### config.mk
export PLATFORM = sky130hd
export DESIGN_NAME = gate_input_debounce
export DESIGN_NICKNAME = d
export VERILOG_FILES = /design/src/rtl/gate_input_debounce_pkg.sv /design/src/rtl/debounce_channel.sv /design/src/rtl/gate_input_debounce.sv
export SDC_FILE = /design/constraint.sdc
export NUM_CORES = 1
export LEC_CHECK = 0
export CAP_MARGIN = 30
export CORE_AREA = 5 5 42 44
export CTS_CLUSTER_DIAMETER = 50
export DETAILED_ROUTE_END_ITERATION = 7
export DIE_AREA = 0 0 47 49
export PLACE_DENSITY = 0.67
export SYNTH_ARGS = -nofsm -noshare
export SYNTH_HDL_FRONTEND = slang
export SYNTH_HIERARCHICAL = 1
export SYNTH_SLANG_ARGS = --single-unit
### constraint.sdc
create_clock -name clk -period 3.1 [get_ports clk]
set_input_delay 0.31 -clock clk [delete_from_list [all_inputs] [get_ports clk]]
set_output_delay 0.31 -clock clk [all_outputs]
set_load 0.02 [all_outputs]
### src/rtl/gate_input_debounce_pkg.sv
// Shared types and limits for the gate input debouncer.
// The state encoding is visible here so waveform viewers decode it consistently.
package gate_input_debounce_pkg;

  typedef enum logic [1:0] {
    ST_LO   = 2'd0,
    WAIT_HI = 2'd1,
    ST_HI   = 2'd2,
    WAIT_LO = 2'd3
  } state_t;

  localparam int MIN_DEBOUNCE = 2;

endpackage

### src/rtl/debounce_channel.sv
// One channel: synchroniser chain, then a 4-state qualifier with a saturating-free counter.
// GATE_INPUT_DEBOUNCE_EDGE_EN adds registered one-cycle rise/fall pulses.
module debounce_channel
  import gate_input_debounce_pkg::*;
#(
  parameter int SYNC_STAGES     = 2,
  parameter int DEBOUNCE_CYCLES = 4
) (
  input  logic clk,
  input  logic rst,
  input  logic raw,
  output logic level,
  output logic busy
`ifdef GATE_INPUT_DEBOUNCE_EDGE_EN
  ,
  output logic rise_pulse,
  output logic fall_pulse
`endif
);

  localparam int CW = $clog2(DEBOUNCE_CYCLES);
  localparam logic [CW-1:0] CNT_LAST = CW'(DEBOUNCE_CYCLES - 1);

  logic [SYNC_STAGES-1:0] sync_q;
  logic                   s;
  state_t                 state;
  logic [CW-1:0]          cnt;

  always_ff @(posedge clk or posedge rst) begin
    if (rst) sync_q <= '0;
    else     sync_q <= {sync_q[SYNC_STAGES-2:0], raw};
  end

  assign s = sync_q[SYNC_STAGES-1];

  // level/busy are registered alongside the state so they never glitch on decode.
  always_ff @(posedge clk or posedge rst) begin
    if (rst) begin
      state <= ST_LO;
      cnt   <= '0;
      level <= 1'b0;
      busy  <= 1'b0;
`ifdef GATE_INPUT_DEBOUNCE_EDGE_EN
      rise_pulse <= 1'b0;
      fall_pulse <= 1'b0;
`endif
    end else begin
`ifdef GATE_INPUT_DEBOUNCE_EDGE_EN
      rise_pulse <= 1'b0;
      fall_pulse <= 1'b0;
`endif
      case (state)
        ST_LO: begin
          if (s) begin
            state <= WAIT_HI;
            cnt   <= CW'(1);
            busy  <= 1'b1;
          end else begin
            cnt <= '0;
          end
        end
        WAIT_HI: begin
          if (!s) begin
            state <= ST_LO;
            cnt   <= '0;
            busy  <= 1'b0;
          end else if (cnt == CNT_LAST) begin
            state <= ST_HI;
            cnt   <= '0;
            busy  <= 1'b0;
            level <= 1'b1;
`ifdef GATE_INPUT_DEBOUNCE_EDGE_EN
            rise_pulse <= 1'b1;
`endif
          end else begin
            cnt <= cnt + CW'(1);
          end
        end
        ST_HI: begin
          if (!s) begin
            state <= WAIT_LO;
            cnt   <= CW'(1);
            busy  <= 1'b1;
          end else begin
            cnt <= '0;
          end
        end
        WAIT_LO: begin
          if (s) begin
            state <= ST_HI;
            cnt   <= '0;
            busy  <= 1'b0;
          end else if (cnt == CNT_LAST) begin
            state <= ST_LO;
            cnt   <= '0;
            busy  <= 1'b0;
            level <= 1'b0;
`ifdef GATE_INPUT_DEBOUNCE_EDGE_EN
            fall_pulse <= 1'b1;
`endif
          end else begin
            cnt <= cnt + CW'(1);
          end
        end
        default: begin
          state <= ST_LO;
          cnt   <= '0;
          busy  <= 1'b0;
          level <= 1'b0;
        end
      endcase
    end
  end

endmodule

### src/rtl/gate_input_debounce.sv
// Synchronise and debounce WIDTH raw switch levels into clean gate inputs.
// Optional edge pulses appear when GATE_INPUT_DEBOUNCE_EDGE_EN is defined.
module gate_input_debounce
  import gate_input_debounce_pkg::*;
#(
  parameter int WIDTH           = 2,
  parameter int SYNC_STAGES     = 2,
  parameter int DEBOUNCE_CYCLES = 4
) (
  input  logic             clk,
  input  logic             rst,
  input  logic [WIDTH-1:0] raw_in,
  output logic [WIDTH-1:0] level_out,
  output logic [WIDTH-1:0] busy
`ifdef GATE_INPUT_DEBOUNCE_EDGE_EN
  ,
  output logic [WIDTH-1:0] rise_pulse,
  output logic [WIDTH-1:0] fall_pulse
`endif
);

  if (DEBOUNCE_CYCLES < MIN_DEBOUNCE || SYNC_STAGES < 2 || SYNC_STAGES > 4) begin : g_param_err
    $fatal(1, "gate_input_debounce: DEBOUNCE_CYCLES must be >= 2 and SYNC_STAGES in 2..4");
  end

  for (genvar i = 0; i < WIDTH; i++) begin : g_ch
    debounce_channel #(
      .SYNC_STAGES    (SYNC_STAGES),
      .DEBOUNCE_CYCLES(DEBOUNCE_CYCLES)
    ) u_ch (
      .clk       (clk),
      .rst       (rst),
      .raw       (raw_in[i]),
      .level     (level_out[i]),
      .busy      (busy[i])
`ifdef GATE_INPUT_DEBOUNCE_EDGE_EN
      ,
      .rise_pulse(rise_pulse[i]),
      .fall_pulse(fall_pulse[i])
`endif
    );
  end

endmodule

After elaboration in Yosys (flattened, before gate mapping)
Index checks and enable logic that the tools add are counted.

Add/sub/neg operators: 2. Equal/unequal tests: 24. Muxes and demuxes: 48. Reduce and logical (&&, ||, !) cells: 10.

Operator list (count): two-way mux 2 bit (18); case mux 2 bit (4 select lines) (4); two-way mux 1 bit (22); != test 2 x 1 -> 1 bit (second input constant) (8); == test 2 bit (second input constant) (6); AND reduction 5 bit (2); != test 2 bit (second input constant) (4); case mux 1 bit (4 select lines) (2); AND reduction 4 bit (2); != test 3 x 1 -> 1 bit (second input constant) (2); != test 3 bit (second input constant) (2); adder 2 x 1 -> 2 bit (second input constant) (2); == test 2 x 1 -> 1 bit (second input constant) (2); logical NOT 2 bit (2); case mux 1 bit (2 select lines) (2); AND reduction 2 bit (2); nonzero test 2 bit (2).

Flip-flop bits (word level): 16. Input port bits: 4. Word-level logic and storage cells: 94.

Logic depth before layout (Yosys ltp)
Depth after elaboration: 4. Depth in mapped cells: 4.

Modules after synthesis
The synthesis kept the hierarchy.

Modules (own cells, without submodules): debounce_channel (g_ch[0].u_ch) (times used 1, cells each 24, area an instance 297.8 um^2, sequential area each 200.2 um^2); debounce_channel (g_ch[1].u_ch) (times used 1, cells each 23, area an instance 294.0 um^2, sequential area each 200.2 um^2).

Worst setup path after synthesis
OpenSTA, ideal clock, no wires.

Path kind: register -> register. Start point: register g_ch[0].u_ch.cnt[0]. End point: register with a tool-made name. Arrival time: 1.007 ns. Data required time: 2.975 ns. Setup slack: 1.968 ns. Stages on the path, launching flop included: 4. Path through: dfrtp_1 > ha_1 > nand2_1 > mux2_2.

RTL lines: from (decl) (line debounce_channel.sv:27) `logic [CW-1:0] cnt;`; from (signal assigned) (line debounce_channel.sv:76) `cnt <= cnt + CW'(1);`; from (signal assigned) (line debounce_channel.sv:102) `cnt <= cnt + CW'(1);`.

Final worst setup path
Start point: register g_ch[1].u_ch.level. End point: output port level_out[1].

RTL lines: from (decl) (line debounce_channel.sv:12) `output logic level,`; from (signal assigned) (line debounce_channel.sv:41) `level <= 1'b0;`; from (signal assigned) (line debounce_channel.sv:71) `level <= 1'b1;`; from (signal assigned) (line debounce_channel.sv:97) `level <= 1'b0;`; to (decl) (line gate_input_debounce.sv:13) `output logic [WIDTH-1:0] level_out,`.

No word-level cell between the ends.

==> flow_summary_export.csv <==
group,metric,value,unit
outcome,status,"completed",
floorplan,start_util,42.2,%
sta,worst_slew_pin_slew,0.401,ns
cells_and_area,layout_commonest_cell,"dfrtp_1",
sta,finalClockSkew,0.00126,ns
cts,cts_root_buf,"clkbuf_4",
cells_and_area,fin_area,718,sq um
setup_path,rr_worst_depth,3,
global_route,grt_pass1_vias,322,
setup_path,worstPathArrival,1.25,ns
route,vias,370,
setup_path,cp_slowest_cell,"clkdlybuf4s50_1",
cts,ctsHtreeMaxLevel,1,
synth,syn-instance-count,47,
synth,synthSimpleGateAreaFrac,5.71,%
sta,rsz0062_at_grt,"false",
route,wire_per_inst,12.2,um
synth,synth_area,592,sq um
route,drc_errors,0,
cts,cts_hold_buf,0,
cells_and_area,finalNonFillerCells,74,
route,drt_iter0_drc,7,
cts,cts.path.max_buffers,2,
cells_and_area,syn_to_final_growth,21.4,%
sta,post-route-period-util,50.2,%
synth,synthAdderAreaFrac,4.23,%
synth,synth-compound-area-share,13.7,%
power,p_per_area,972,mW/mm^2
synth,muxShareOfSynthArea,3.81,%
setup_path,crit_type,"reg2out",
global_route,grt_pass1_wl,1.45,mm
sta,fin_ws,1.54,ns
cells_and_area,drive_above_1_share,10.3,%
synth,synth-seq-cells,16,
synth,ys.warnings.count,6,
synth,ys_seq_area_share,67.7,%
cts,cts_sinks,16,
global_route,grtUsageTotal,9.13,%
floorplan,die_h,49,um
sta,setup_tns,0,ns
setup_path,cp-startpoint,"g_ch[1].u_ch/level",
power,p_leak,0.324,nW
sta,fmax,0.642,GHz
floorplan,std_cell_rows,14,
floorplan,die_width,47,um
cells_and_area,layout_common_cells,"16 x dfrtp_1, 7 x clkdlybuf4s50_1, 5 x nand2_1",
setup_path,crit_fanout,3,
synth,ys_types,14,
route,first_pass_iters,4,
floorplan,die-area,0.00230,sq mm
setup_path,cp_data_required_time,2.79,ns
setup_path,path_cells,"clkdlybuf4s50_1",
placement,placed_area,682,sq um
power,finalPower,0.698,mW
sta,finalSetupViolCount,0,
route,viasPerCell,5.00,
cts,worst_skew_pair.late_latency,0.28,ns
placement,pre_cts_ws,1.84,ns
sta,relSlewSlack,73.1,%
global_route,overflow,0,
setup_path,crit_buf_inv,1,
synth,synth_area_per_cell,12.6,sq um
flow_run,maxCapViolations,0,
synth,synth_top_family_by_area,"compound AO/OA/AOI/OAI gates",
setup_path,end_kind,"primary output",
placement,gp_congestion,0.696,
global_route,grt_max_degree,10,
setup_path,critPathLaunchType,"register",
setup_path,r2r_start,"g_ch[0].u_ch/cnt[0]",
cts,clkSlewWorstSetupHoldPaths,0.09,ns
cts,cts_tree,"built",
setup_path,cp.depth,1,
setup_path,ff2ff_setup_slack,1.90,ns
global_route,antenna_found_initial,0,
cts,post_cts_buffers,0,
power,ir_drop,0.367,mV
cts,numCtsBuffers,3,
sta,min_period,1.56,ns
route,wl,904,um
min_path,min-delay-path-class,"in2async",
setup_path,cp_slowest_stage_delay,0.61,ns
sta,maxSlewViolCount,0,
setup_path,path_delay_family,"buffers and inverters",
placement,hpwl,695,um
route,ant_nets,0,
cells_and_area,nNetsFinal,65,
sta,finalHoldViolations,0,
synth,mappedNetlistNets,53,
cts,cts_resized,0,
synth,synth-xor-area-share,2.96,%
placement,dp_cells,70,
placement,port_buffers,7,
cells_and_area,n_antenna_cell,0,
floorplan,design.core.area,0.00140,sq mm
floorplan,ios,8,
-- where the power goes --
group          total (mW)  internal (mW)  switching, mW
Combinational       0.225          0.112          0.112
Clock               0.134         0.0714         0.0623
Sequential          0.340          0.283         0.0562
-- cell usage after synthesis --
| cell | count | area share (%) |
|---|---|---|
| ha_1 | 2 | 4.2 |
| inv_1 | 3 | 1.9 |
| mux2_2 | 2 | 3.8 |
| a21oi_1 | 3 | 2.5 |
| a31oi_1 | 1 | 1.1 |
| nand2_1 | 5 | 3.2 |
| o21a_1 | 2 | 2.5 |
| o21ai_0 | 2 | 1.7 |
| xnor2_1 | 2 | 3.0 |
| nor2_1 | 4 | 2.5 |
| dfrtp_1 | 16 | 68 |
| o21ai_1 | 2 | 1.7 |
| o2bb2ai_1 | 2 | 3.0 |
| o31ai_1 | 1 | 1.3 |
-- cell type report --
cell class,instances,area [sq um]
multi-input cells,28,180
clock buffers,4,36.3
flip-flops and latches,16,400
inverters,3,11.3
fillers,134,683
repair buffers,7,70.1
well taps,16,20.0
-- logic make-up after synthesis --
logic type | Yosys count
AOI/OAI and AO/OA | 13
xor gates and xnor gates | 2
adders and majority gates | 2
buffers and inverters | 3
DFF | 16
muxes | 2
and+or+nand+nor | 9
-- worst reg2reg max path: stages (launching register included) --
cell and delay (ns):
dfrtp_1 0.39, ha_1 0.24, nand2_1 0.13, mux2_2 0.34
-- how the worst max path moves through the flow --
stage	end	slack [ns]
2_1_floorplan	register	1.97
3_3_place_gp	level_out[1]	1.85
3_5_place_dp	level_out[0]	1.84
4_1_cts	level_out[0]	1.52
5_1_grt	level_out[0]	1.47
6_report	level_out[1]	1.54
-- through the flow --
step           hold slack [ns]  util, %
2_1_floorplan            0.126        -
3_3_place_gp             0.333     48.7
3_5_place_dp             0.344     48.7
4_1_cts                  0.291     51.2
5_1_grt                  0.303     51.2
6_report                 0.289     51.2
-- layer usage --
metal	wire [um]	up-vias	GRT usage, %
met2	405	13	12.0
met4	32	0	6.91
met3	56	4	2.21
met5	0	-	0
li1	-	182	-
met1	409	171	12.4
(Power assumes the default switching activity.)
